--- src/rtl/uart_tx_arbiter.sv ---
// uart_tx_arbiter
//   Round-robin arbiter that lets NUM_REQ byte sources share one UART
//   transmitter. An idle arbiter grants the first pending requester at or
//   above rr_ptr (wrapping), captures its byte, pulses ack/tx_start for one
//   cycle, then tracks the transmitter's busy window before arbitrating again.
//
//   Optional feature macro: UART_ARB_TIMEOUT_EN
//     When defined, a watchdog aborts a transfer whose busy window never opens
//     or never closes within TIMEOUT_CYC cycles and pulses timeout_err.
//     When undefined, there is no counter and timeout_err is tied low.
//
// Ports
//   clk         in   clock, all state on the rising edge
//   rst_n       in   asynchronous active-low reset
//   req         in   [NUM_REQ]          per-requester byte-pending level
//   req_data    in   [NUM_REQ*DATA_W]   packed bytes, lane i at [i*DATA_W +: DATA_W]
//   ack         out  [NUM_REQ]          one-hot capture pulse
//   tx_start    out  1                  launch pulse to the transmitter
//   tx_data     out  [DATA_W]           captured byte, held until the next launch
//   tx_busy     in   1                  transmitter busy level
//   grant_id    out  [clog2(NUM_REQ)]   index of the last granted requester
//   arb_busy    out  1                  high whenever the arbiter is not idle
//   timeout_err out  1                  watchdog expiry pulse
module uart_tx_arbiter #(
  parameter int unsigned NUM_REQ     = 4,
  parameter int unsigned DATA_W      = 8,
  parameter int unsigned TIMEOUT_CYC = 1023
) (
  input  logic                        clk,
  input  logic                        rst_n,
  input  logic [NUM_REQ-1:0]          req,
  input  logic [NUM_REQ*DATA_W-1:0]   req_data,
  output logic [NUM_REQ-1:0]          ack,
  output logic                        tx_start,
  output logic [DATA_W-1:0]           tx_data,
  input  logic                        tx_busy,
  output logic [$clog2(NUM_REQ)-1:0]  grant_id,
  output logic                        arb_busy,
  output logic                        timeout_err
);

  localparam int unsigned ID_W = $clog2(NUM_REQ);

  // Elaboration-time guard on the legal parameter range.
  if (NUM_REQ < 2 || NUM_REQ > 8 || TIMEOUT_CYC < 1) begin : g_param_check
    $error("uart_tx_arbiter: NUM_REQ must be 2..8 and TIMEOUT_CYC >= 1");
  end

  typedef enum logic [1:0] {
    IDLE      = 2'd0,
    LAUNCH    = 2'd1,
    WAIT_BUSY = 2'd2,
    WAIT_DONE = 2'd3
  } state_e;

  state_e              state_q, state_d;
  logic [ID_W-1:0]     rr_ptr_q, rr_ptr_d;
  logic [ID_W-1:0]     grant_id_q, grant_id_d;
  logic [DATA_W-1:0]   tx_data_q, tx_data_d;
  logic [NUM_REQ-1:0]  ack_q, ack_d;
  logic                tx_start_q, tx_start_d;
  logic                arb_busy_q, arb_busy_d;

`ifdef UART_ARB_TIMEOUT_EN
  localparam int unsigned CNT_W = $clog2(TIMEOUT_CYC + 1);
  logic [CNT_W-1:0]    cnt_q, cnt_d;
  logic                timeout_err_q, timeout_err_d;
`endif

  logic                found_c;
  logic [ID_W-1:0]     pick_c;
  logic [ID_W-1:0]     idx_c;
  logic [ID_W-1:0]     nxt_ptr_c;
  logic [DATA_W-1:0]   lane_c;

  // Rotating search: first pending requester at or above rr_ptr, wrapping.
  always_comb begin
    found_c = 1'b0;
    pick_c  = '0;
    idx_c   = '0;
    for (int unsigned i = 0; i < NUM_REQ; i++) begin
      idx_c = ID_W'((32'(rr_ptr_q) + i) % NUM_REQ);
      if (!found_c && req[idx_c]) begin
        found_c = 1'b1;
        pick_c  = idx_c;
      end
    end
  end

  assign lane_c    = req_data[32'(pick_c) * DATA_W +: DATA_W];
  // Explicit wrap so non-power-of-two NUM_REQ never lands on an unused index.
  assign nxt_ptr_c = (32'(pick_c) == NUM_REQ - 1) ? '0 : pick_c + ID_W'(1);

  // Next-state and registered-output logic.
  always_comb begin
    state_d    = state_q;
    rr_ptr_d   = rr_ptr_q;
    grant_id_d = grant_id_q;
    tx_data_d  = tx_data_q;
    ack_d      = '0;
    tx_start_d = 1'b0;
`ifdef UART_ARB_TIMEOUT_EN
    cnt_d         = cnt_q;
    timeout_err_d = 1'b0;
`endif

    case (state_q)
      IDLE: begin
        if (found_c) begin
          state_d    = LAUNCH;
          grant_id_d = pick_c;
          tx_data_d  = lane_c;
          rr_ptr_d   = nxt_ptr_c;
          ack_d      = NUM_REQ'(1) << pick_c;
          tx_start_d = 1'b1;
        end
      end
      LAUNCH: begin
        state_d = WAIT_BUSY;
`ifdef UART_ARB_TIMEOUT_EN
        cnt_d = '0;
`endif
      end
      WAIT_BUSY: begin
        if (tx_busy) state_d = WAIT_DONE;
      end
      WAIT_DONE: begin
        if (!tx_busy) state_d = IDLE;
      end
      default: state_d = IDLE;
    endcase

`ifdef UART_ARB_TIMEOUT_EN
    // Watchdog wins over a coincident busy transition.
    if (state_q == WAIT_BUSY || state_q == WAIT_DONE) begin
      cnt_d = cnt_q + CNT_W'(1);
      if (cnt_d == CNT_W'(TIMEOUT_CYC)) begin
        state_d       = IDLE;
        timeout_err_d = 1'b1;
      end
    end
`endif

    arb_busy_d = (state_d != IDLE);
  end

  // State and output registers.
  always_ff @(posedge clk or negedge rst_n) begin
    if (!rst_n) begin
      state_q    <= IDLE;
      rr_ptr_q   <= '0;
      grant_id_q <= '0;
      tx_data_q  <= '0;
      ack_q      <= '0;
      tx_start_q <= 1'b0;
      arb_busy_q <= 1'b0;
`ifdef UART_ARB_TIMEOUT_EN
      cnt_q         <= '0;
      timeout_err_q <= 1'b0;
`endif
    end else begin
      state_q    <= state_d;
      rr_ptr_q   <= rr_ptr_d;
      grant_id_q <= grant_id_d;
      tx_data_q  <= tx_data_d;
      ack_q      <= ack_d;
      tx_start_q <= tx_start_d;
      arb_busy_q <= arb_busy_d;
`ifdef UART_ARB_TIMEOUT_EN
      cnt_q         <= cnt_d;
      timeout_err_q <= timeout_err_d;
`endif
    end
  end

  assign ack      = ack_q;
  assign tx_start = tx_start_q;
  assign tx_data  = tx_data_q;
  assign grant_id = grant_id_q;
  assign arb_busy = arb_busy_q;
`ifdef UART_ARB_TIMEOUT_EN
  assign timeout_err = timeout_err_q;
`else
  assign timeout_err = 1'b0;
`endif

endmodule

--- config.mk ---
export PLATFORM = sky130hd
export DESIGN_NAME = uart_tx_arbiter
export DESIGN_NICKNAME = d
export VERILOG_FILES = /design/src/rtl/uart_tx_arbiter.sv
export SDC_FILE = /design/constraint.sdc
export NUM_CORES = 1
export LEC_CHECK = 0
export CAP_MARGIN = 20
export CORE_ASPECT_RATIO = 0.7
export CORE_MARGIN = 3
export CORE_UTILIZATION = 42
export DETAILED_ROUTE_END_ITERATION = 8
export PLACE_DENSITY = 0.84
export SYNTH_ARGS = -nofsm -noshare
export SYNTH_HDL_FRONTEND = slang
export SYNTH_SLANG_ARGS = --single-unit
export TNS_END_PERCENT = 30
--- constraint.sdc ---
create_clock -name clk -period 4.78 [get_ports clk]
set_input_delay 0.956 -clock clk [delete_from_list [all_inputs] [get_ports clk]]
set_output_delay 0.956 -clock clk [all_outputs]
set_load 0.02 [all_outputs]
=== After elaboration in Yosys (flattened, before gate mapping) ===
Cells that the tools add are included.

* Register bits after elaboration: 20
* Word-level logic and storage cells: 55
* Input port bits: 39
* Output and inout port bits: 17

* Equality and inequality tests: 4
* Shifts and indexed selects: 2
* $add $sub $neg: 4
* Reductions and logical operators: 9
* Magnitude comparators: 4
* Muxes and demuxes: 25

{| class="wikitable"
|+ Operators by type and width
! kind !! count
|-
| 32-bit by 6-bit variable part select with 8-bit output || 1
|-
| 2-bit 2-to-1 mux || 8
|-
| 2-bit by 3-bit less-than comparator with 1-bit output (second input constant) || 4
|-
| 1-bit 2-to-1 mux || 10
|-
| 1-bit binary-select mux with 2-bit select || 4
|-
| 4-bit 2-to-1 mux || 2
|-
| 2-bit one-hot mux with 4 select lines || 1
|-
| 2-bit == test (second input constant) || 3
|-
| 2-bit by 1-bit adder with 2-bit output (second input constant) || 2
|-
| 2-bit adder (second input constant) || 2
|-
| 1-bit by 2-bit left shift with 4-bit output (first input constant) || 1
|-
| 1-bit logical AND || 3
|-
| 1-bit logical NOT || 3
|-
| 2-bit by 1-bit == test with 1-bit output (second input constant) || 1
|-
| 2-bit logical NOT || 1
|-
| 2-bit AND reduction || 1
|-
| 2-bit nonzero test || 1
|}

=== Longest topological paths before layout ===
Gate-level depths: netlist (run 1).

* Depth in word-level cells: 15
* Mapped depth: 8
* Mapped depth without buffers: 7

=== Worst setup path before layout (run 1) ===
OpenSTA, ideal clock, no wires.

* Path kind: input port to flip-flop
* From: in req[1]
* To: reg tx_data_q[6], in the netlist tx_data[6]
* Buffers on the path: 2
* Cell stages on the path: 7
* Arrival: 2.155 ns
* Path slack: 2.501 ns
* Library setup time: 0.124 ns
* Required time: 4.656 ns
* Path through: mux2_4 > o221ai_2 > buf_6 > buf_12 > mux2i_1 > nor3_1 > a211o_1

* Cells in the longest elaborated chain, start to end: 13
* Elaborated cells between the ends (all ways): 24
* Those cells by class: shift: 1; mux: 16; reduce/logical: 7

{| class="wikitable"
|+ RTL lines
! element !! line !! RTL
|-
| start, declared || 31 || <nowiki>input logic [NUM_REQ-1:0] req,</nowiki>
|-
| 1-bit binary-select mux with 2-bit select || 83 || <nowiki>if (!found_c && req[idx_c]) begin</nowiki>
|-
| 1-bit 2-to-1 mux (not written as such) || 83 ||
|-
| 1-bit 2-to-1 mux || 83 ||
|-
| 1-bit logical NOT || 83 ||
|-
| 1-bit logical AND || 83 ||
|-
| 1-bit 2-to-1 mux || 83 ||
|-
| 1-bit logical NOT || 83 ||
|-
| 1-bit logical AND || 83 ||
|-
| 1-bit 2-to-1 mux || 83 ||
|-
| 1-bit logical NOT || 83 ||
|-
| 1-bit logical AND || 83 ||
|-
| 2-bit 2-to-1 mux or 1-bit 2-to-1 mux (tied branches) || 83 ||
|-
| 32-bit by 6-bit variable part select with 8-bit output or 2-bit AND reduction (tied branches) || -- ||
|-
| end signal, assigned || 165 || <nowiki>tx_data_q <= tx_data_d;</nowiki>
|-
| end, declared || 59 || <nowiki>logic [DATA_W-1:0] tx_data_q, tx_data_d;</nowiki>
|}

Several ways; a longest one is shown, not always the timed one. The select of a mux whose other input is x is not followed.
A chain may end at the register's enable or synchronous reset.

=== Final worst setup path (run 1) ===
* From: in req[1]
* To: reg rr_ptr_q[0]

* Cells in the longest elaborated chain, start to end: 14
* Elaborated cells between the ends (all ways): 26
* Those cells by class: add/sub: 1; eq/ne: 1; mux: 17; reduce/logical: 7

{| class="wikitable"
|+ RTL lines
! element !! line !! RTL
|-
| 1-bit binary-select mux with 2-bit select || 83 ||
|-
| 1-bit 2-to-1 mux (not written as such) || 83 ||
|-
| 1-bit 2-to-1 mux || 83 ||
|-
| 1-bit logical NOT || 83 ||
|-
| 1-bit logical AND || 83 ||
|-
| 1-bit 2-to-1 mux || 83 ||
|-
| 1-bit logical NOT || 83 ||
|-
| 1-bit logical AND || 83 ||
|-
| 1-bit 2-to-1 mux || 83 ||
|-
| 1-bit logical NOT || 83 ||
|-
| 1-bit logical AND || 83 ||
|-
| 2-bit 2-to-1 mux || 83 ||
|-
| 2-bit by 1-bit adder with 2-bit output or 2-bit == test (tied branches) || 92 || <nowiki>assign nxt_ptr_c = (32'(pick_c) == NUM_REQ - 1) ? '0 : pick_c + ID_W'(1);</nowiki>
|-
| 2-bit 2-to-1 mux || 92 ||
|-
| end signal, assigned || 163 || <nowiki>rr_ptr_q <= rr_ptr_d;</nowiki>
|-
| end, declared || 57 || <nowiki>logic [ID_W-1:0] rr_ptr_q, rr_ptr_d;</nowiki>
|}

Several ways; a longest one is shown, not always the timed one. The select of a mux whose other input is x is not followed.

==> key figures, run 1 <==
CTS
  • CTS Buf Count: 3
  • Root buffer cell: clkbuf_8
  • CTS tree: yes
  • Setup bufs post-CTS: 0
  • CTS H-tree depth: 1
  • Number of hold buffers added after CTS: 0
  • CTS resizes: 0
  • Clock-pin slew on the worst setup and hold paths: 70 ps
  • Max Root-Sink Buffers: 2
  • Clk sinks: 20
  • Worst-Skew Late Latency: 250 ps

Critical path
  • Slowest stage delay, CP: 820 ps
  • Critical Path RT: 4940 ps
  • CP Capture Type: register
  • Max Fanout on Critical Path: 28
  • Worst path cell trace: clkdlybuf4s50_1, nor4_1, nand2b_1, inv_1, nand2_1, a21boi_0
  • Crit-path slowest cell: nand2b_1
  • CP bufs+invs: 2
  • Setup Crit Path Kind: input pin to register
  • Setup crit start kind: input pin
  • Worst EP arrival: 3220 ps
  • Cell family contributing the most delay on the critical path: simple AND/OR/NAND/NOR gates

Global route
  • All-layer global routing usage: 0.193
  • Overflow after GRT: 0
  • Largest net degree at the start of global routing: 29
  • Met1 Use GR: 0.250
  • Grt met3 use: 0.0764
  • GRT Max-Usage Layer: met2
  • First-pass GRT wire length: 4800 um
  • GR met2 Demand/Resource: 0.299
  • Antenna violations before repair: 0
  • Vias in the first global route: 989

Placed design
  • Placed Cells: 185
  • GP Congestion: 0.675
  • I/O Buffers: 54
  • HPWL after detailed placement: 2210 um

Detailed routing
  • Routed via count: 982
  • DRC viols: 0
  • Final WL: 2960 um
  • Drt wl/cell: 15.7 um
  • DRT Pass-1 Iters: 4
  • DRT iter0 DRCs: 26
  • Vias per inst: 5.20
  • Antenna viol nets, final: 0

STA
  • Measured slew at the worst slew-check pin: 982 ps
  • RSZ-0062 raised after global routing: no
  • Min Tclk post-route: 3050 ps
  • Final Hold Fails: 0
  • Final Slew Violations: 0
  • Worst relative slew slack: 0.345
  • F_max: 328 MHz
  • Setup Total Neg Slack: 0 ps
  • Tcrit/Tclk final: 0.639
  • Final setup violation count: 0
  • Clock skew: 1.63 ps

Floorplanning
  • Initial Utilization: 0.474
  • Die area: 3250 um2
  • FP Rows: 14
  • Height of the chip: 48.6 um
  • Core area: 2290 um2
  • I/O pin total: 56
  • Die Wd: 66.8 um

Synth
  • Mapped Cells: 106
  • Largest family of logic cells by synthesized area: multiplexers
  • Syn avg cell area: 10.3 um2
  • Async SR Flop Fraction: 1.00
  • Post-synth EDFFs: 0
  • Main synth FF type: dfrtp_1
  • Yosys warns: 0
  • Post-synthesis cell type count: 26
  • Synthesized area: 1090 um2
  • Syn nets: 146
  • Post-synthesis mux area share: 0.161
  • Synth Area in Compound Gates: 0.124
  • Post-synthesis simple-gate area fraction: 0.157
  • Synth Area in XOR/XNOR: 0
  • Sequential share of the synthesized area: 0.460
  • Flops & latches, synth: 20
  • Post-Synth Adder-Cell Area: 0.0115

Layout
  • Area of the multi-input gates: 497 um2
  • Share of post-route cells with drive strength above 1: 0.0637
  • Total Nets Final: 199
  • Synth-to-Final Area Change: 53.4%
  • Number of diodes: 0
  • Most frequent cells in the layout: clkdlybuf4s50_1, dfrtp_1, nor3_1, mux2i_1, nand2_1
  • Most common cell after layout, fill and taps aside: clkdlybuf4s50_1
  • Final Non-Filler Cells: 189
  • Final-layout fill cell count: 177
  • Register area: 500 um2

Pwr
  • Max VDD drop: 0.000243 V
  • Pwr Total: 0.829 mW
  • Power Density: 497 nW/um2
  • Static leakage power: 0.784 nW

Run
  • Max-cap violations: 0

Worst hold path
  • Hold WC Path Type: register to register

Run status
  • Status: finished, final reports clean
[synthesized netlist by cell type, types with 2 or more instances]
master	n	share of area
inv_1	4	0.014
buf_4	3	0.021
nor2_1	4	0.014
dfrtp_1	20	0.46
a211o_1	8	0.064
mux2i_1	16	0.15
nand2_1	10	0.035
a21boi_0	2	0.014
a21oi_1	3	0.014
nor3_1	18	0.083
clkbuf_1	2	0.0069
buf_2	2	0.0092
[state kept, by name, indices dropped and copies added (netlist names)]
register	cells
tx_start	1
ack	4
rr_ptr_q	2
tx_data	8
state_q	2
grant_id	2
arb_busy	1
[per-stage QoR]
stage / setup slack, ps / instance area [um2] / hold slack [ps] / util
2_1_floorplan: 2500 / 1090 / 466 / -
3_3_place_gp: 1400 / 1610 / 463 / 0.702
3_5_place_dp: 1270 / 1610 / 479 / 0.702
4_1_cts: 1540 / 1650 / 496 / 0.720
5_1_grt: 1480 / 1670 / 522 / 0.727
6_report: 1730 / 1670 / 492 / 0.727
[layout make-up]
cell class | instances | area share
Clock buffer | 3 | 0.0248
Inverter | 5 | 0.0113
Multi-Input combinational cell | 72 | 0.298
Sequential cell | 20 | 0.300
Tap cell | 32 | 0.0240
Timing Repair Buffer | 57 | 0.342
[logic make-up (layout without fill, tap and decap cells)]
group | count (synthesis) | count (layout)
adders and majority gates | 1 | 1
and+or+nand+nor | 36 | 36
other | 1 | 1
buffers and inverters | 14 | 65
AOI/OAI and AO/OA | 17 | 17
muxes | 17 | 17
DFF | 20 | 20
[power breakdown]
part	internal (mW)	leakage (nW)	switching (mW)	total, mW
Sequential	0.235	0.249	0.0409	0.276
Clock	0.0560	0.0216	0.0507	0.107
Combinational	0.219	0.514	0.228	0.447
[layer usage]
| layer | up-vias | routed length, um | share of wire |
|---|---|---|---|
| li1 | 474 | - | - |
| met1 | 456 | 1340 | 0.45 |
| met2 | 50 | 1300 | 0.44 |
| met3 | 2 | 301 | 0.10 |
| met4 | 0 | 19 | 0.0064 |
| met5 | - | 0 | 0 |
[final timing paths]
| check | start | endpoint | cells after the start | slack, ps |
|---|---|---|---|---|
| setup / recovery | req[1] | rr_ptr_q[0]$_DFFE_PN0P_ | 6 | 1730 |
| hold / removal | tx_data[2]$_DFFE_PN0P_ | tx_data[2]$_DFFE_PN0P_ | 1 | 490 |
| setup reg to reg | rr_ptr_q[1]$_DFFE_PN0P_ | tx_data[5]$_DFFE_PN0P_ | 6 | 2650 |
| hold reg to reg | tx_data[2]$_DFFE_PN0P_ | tx_data[2]$_DFFE_PN0P_ | 1 | 490 |
| max in group asynchronous | rst_n | arb_busy$_DFF_PN0_ | 1 | 3030 |
| min in group asynchronous | rst_n | grant_id[0]$_DFFE_PN0P_ | 1 | 1210 |
Power figures use the tool's default switching activity.
==> run 2: changes to the inputs <==
- CORE_UTILIZATION: 42 -> 39
- PLACE_DENSITY: 0.84 -> 0.79
- clock period: 4.78 -> 3 ns (I/O delays scaled with it)
==> run 2 against run 1 <==
  * Hold slack got worse by 3.5 ps
  * Sequential power increased by 60%
  * Sequential share of layout area decreased by 0.42 points
  * Largest cell class unchanged
  * Clock skew rose by 0.64 ps
==> key figures, run 2 (synthesized netlist as in run 1, its figures left out) <==
Floorplanning
  • Initial Utilization: 0.426 (was 0.474)
  • Core area: 2550 um2 (was 2290 um2)
  • Die Wd: 69.1 um (was 66.8 um)
  • Die area: 3470 um2 (was 3250 um2)
  • I/O pin total: 56 (unchanged)
  • FP Rows: 15 (was 14)
  • Height of the chip: 50.2 um (was 48.6 um)

Worst hold path
  • Hold path start: grant_id[0]$_DFFE_PN0P_ (was tx_data[2]$_DFFE_PN0P_)
  • Worst Hold Depth: 2 (was 1)
  • Hold Path Sink: grant_id[0]$_DFFE_PN0P_ (was tx_data[2]$_DFFE_PN0P_)
  • Hold WC Path Type: register to register (unchanged)

CTS
  • CTS H-tree depth: 1 (unchanged)
  • Number of hold buffers added after CTS: 0 (unchanged)
  • CTS resizes: 0 (unchanged)
  • Root buffer cell: clkbuf_8 (unchanged)
  • CTS Buf Count: 3 (unchanged)
  • Clk sinks: 20 (unchanged)
  • Max Root-Sink Buffers: 2 (unchanged)
  • Setup bufs post-CTS: 0 (unchanged)
  • Clock-pin slew on the worst setup and hold paths: 80 ps (was 70 ps)
  • CTS tree: yes (unchanged)
  • Worst-Skew Late Latency: 260 ps (was 250 ps)

Pwr
  • Static leakage power: 0.796 nW (was 0.784 nW)
  • Max VDD drop: 0.000423 V (was 0.000243 V)
  • Pwr Total: 1.36 mW (was 0.829 mW)
  • Power Density: 803 nW/um2 (was 497 nW/um2)

Global route
  • Grt met3 use: 0.0460 (was 0.0764)
  • First-pass GRT wire length: 4780 um (was 4800 um)
  • Overflow after GRT: 0 (unchanged)
  • Vias in the first global route: 994 (was 989)
  • Met1 Use GR: 0.227 (was 0.250)
  • GRT Max-Usage Layer: met2 (unchanged)
  • GR met2 Demand/Resource: 0.290 (was 0.299)
  • Antenna violations before repair: 0 (unchanged)
  • All-layer global routing usage: 0.175 (was 0.193)
  • Largest net degree at the start of global routing: 33 (was 29)

Detailed routing
  • DRC viols: 0 (unchanged)
  • Drt wl/cell: 15.3 um (was 15.7 um)
  • Antenna viol nets, final: 0 (unchanged)
  • DRT iter0 DRCs: 37 (was 26)
  • Vias per inst: 5.16 (was 5.20)
  • Routed via count: 996 (was 982)
  • DRT Pass-1 Iters: 4 (unchanged)
  • Final WL: 2960 um (about the same)

Critical path
  • CP Capture Type: register (unchanged)
  • Worst EP arrival: 2520 ps (was 3220 ps)
  • Worst R2R End: tx_data[4]$_DFFE_PN0P_ (was tx_data[5]$_DFFE_PN0P_)
  • Reg2reg start: rr_ptr_q[1]$_DFFE_PN0P_ (unchanged)
  • Slack of the worst reg-to-reg path: 920 ps (was 2650 ps)
  • Worst Reg-to-Reg Cells: 6 (unchanged)
  • Setup crit start kind: input pin (unchanged)
  • Max Fanout on Critical Path: 14 (was 28)
  • Setup Crit Path Kind: input pin to register (unchanged)
  • Critical Path RT: 3140 ps (was 4940 ps)

Layout
  • Synth-to-Final Area Change: 55.6% (was 53.4%)
  • Most common cell after layout, fill and taps aside: clkdlybuf4s50_1 (unchanged)
  • Most frequent cells in the layout: clkdlybuf4s50_1, dfrtp_1, nor3_1, mux2i_1, nand2_1 (unchanged)
  • Final Non-Filler Cells: 193 (was 189)
  • Max reg flops: 8 (unchanged)
  • Final Instance Area: 1690 um2 (was 1670 um2)
  • Final-layout fill cell count: 212 (was 177)
  • Total Nets Final: 200 (was 199)
  • Number of diodes: 0 (unchanged)
  • Share of post-route cells with drive strength above 1: 0.0755 (was 0.0637)

STA
  • Final setup violation count: 0 (unchanged)
  • Clock skew: 2.26 ps (was 1.63 ps)
  • Setup Total Neg Slack: 0 ps (unchanged)
  • Tcrit/Tclk final: 0.792
  • Worst relative slew slack: 0.397 (was 0.345)
  • Min Hold Slack: 489 ps (was 492 ps)
  • F_max: 421 MHz
  • Final Slew Violations: 0 (unchanged)
  • RSZ-0062 raised after global routing: no (unchanged)
  • Measured slew at the worst slew-check pin: 901 ps (was 982 ps)
  • Min Tclk post-route: 2380 ps
  • Final Hold Fails: 0 (unchanged)

Placed design
  • HPWL after detailed placement: 2190 um (was 2210 um)
  • Placed Cells: 189 (was 185)
  • Area after DPL: 1640 um2 (was 1610 um2)
  • GP Congestion: 0.708 (was 0.675)
  • I/O Buffers: 54 (unchanged)

Run status
  • Status: finished, final reports clean (unchanged)

Run
  • Max-cap violations: 0 (unchanged)
run 2: cell count changes in the layout (fill, tap and decap cells not counted):
cell and delta:
buf_4 +1, clkbuf_8 +1
run 2: final cells by class:
type                            instances  area [um2]  area share
Clock buffer                            4        55.1      0.0325
Inverter                                5        18.8      0.0111
Multi-Input combinational cell         72         497       0.294
Sequential cell                        20         500       0.296
Tap cell                               34        42.5      0.0251
Timing Repair Buffer                   58         578       0.342
run 2: critical path, stage by stage:
cell	delay, ps
clkdlybuf4s50_1	440
mux2_4	290
o221ai_2	360
buf_8	240
mux2i_1	230
nor3_1	70
a211o_1	290
run 2: report_power, final:
group | total (mW) | switching (mW) | leakage (nW) | internal [mW]
clock | 0.208 | 0.0908 | 0.0288 | 0.117
combinational | 0.709 | 0.360 | 0.518 | 0.349
sequential | 0.441 | 0.0676 | 0.249 | 0.374
total | 1.36 | 0.519 | 0.796 | 0.840
run 2: stage by stage:
stage	utilization	worst slack [ps]
detailed placement	0.641	361
global placement	0.635	40.2
global route	0.663	432
finish	0.663	623
CTS	0.663	604
floorplan	-	1080
run 2: worst max-delay path by stage:
stage / end / slack [ps] / startpoint / cells after the start
3_5_place_dp: tx_data[4]$_DFFE_PN0P_ / 360 / req[1] / 7
4_1_cts: tx_data[4]$_DFFE_PN0P_ / 600 / req[1] / 7
5_1_grt: rr_ptr_q[0]$_DFFE_PN0P_ / 430 / req[1] / 8
3_3_place_gp: tx_data[5]$_DFFE_PN0P_ / 40 / req[1] / 6
2_1_floorplan: tx_data[6]$_DFFE_PN0P_ / 1080 / req[1] / 7
6_report: tx_data[4]$_DFFE_PN0P_ / 620 / req[1] / 7
run 2: routing by layer:
| metal | vias up | part of all wire |
|---|---|---|
| met5 | - | 0 |
| met4 | 0 | 0.0044 |
| met3 | 2 | 0.051 |
| met2 | 30 | 0.48 |
| met1 | 485 | 0.46 |
| li1 | 479 | - |
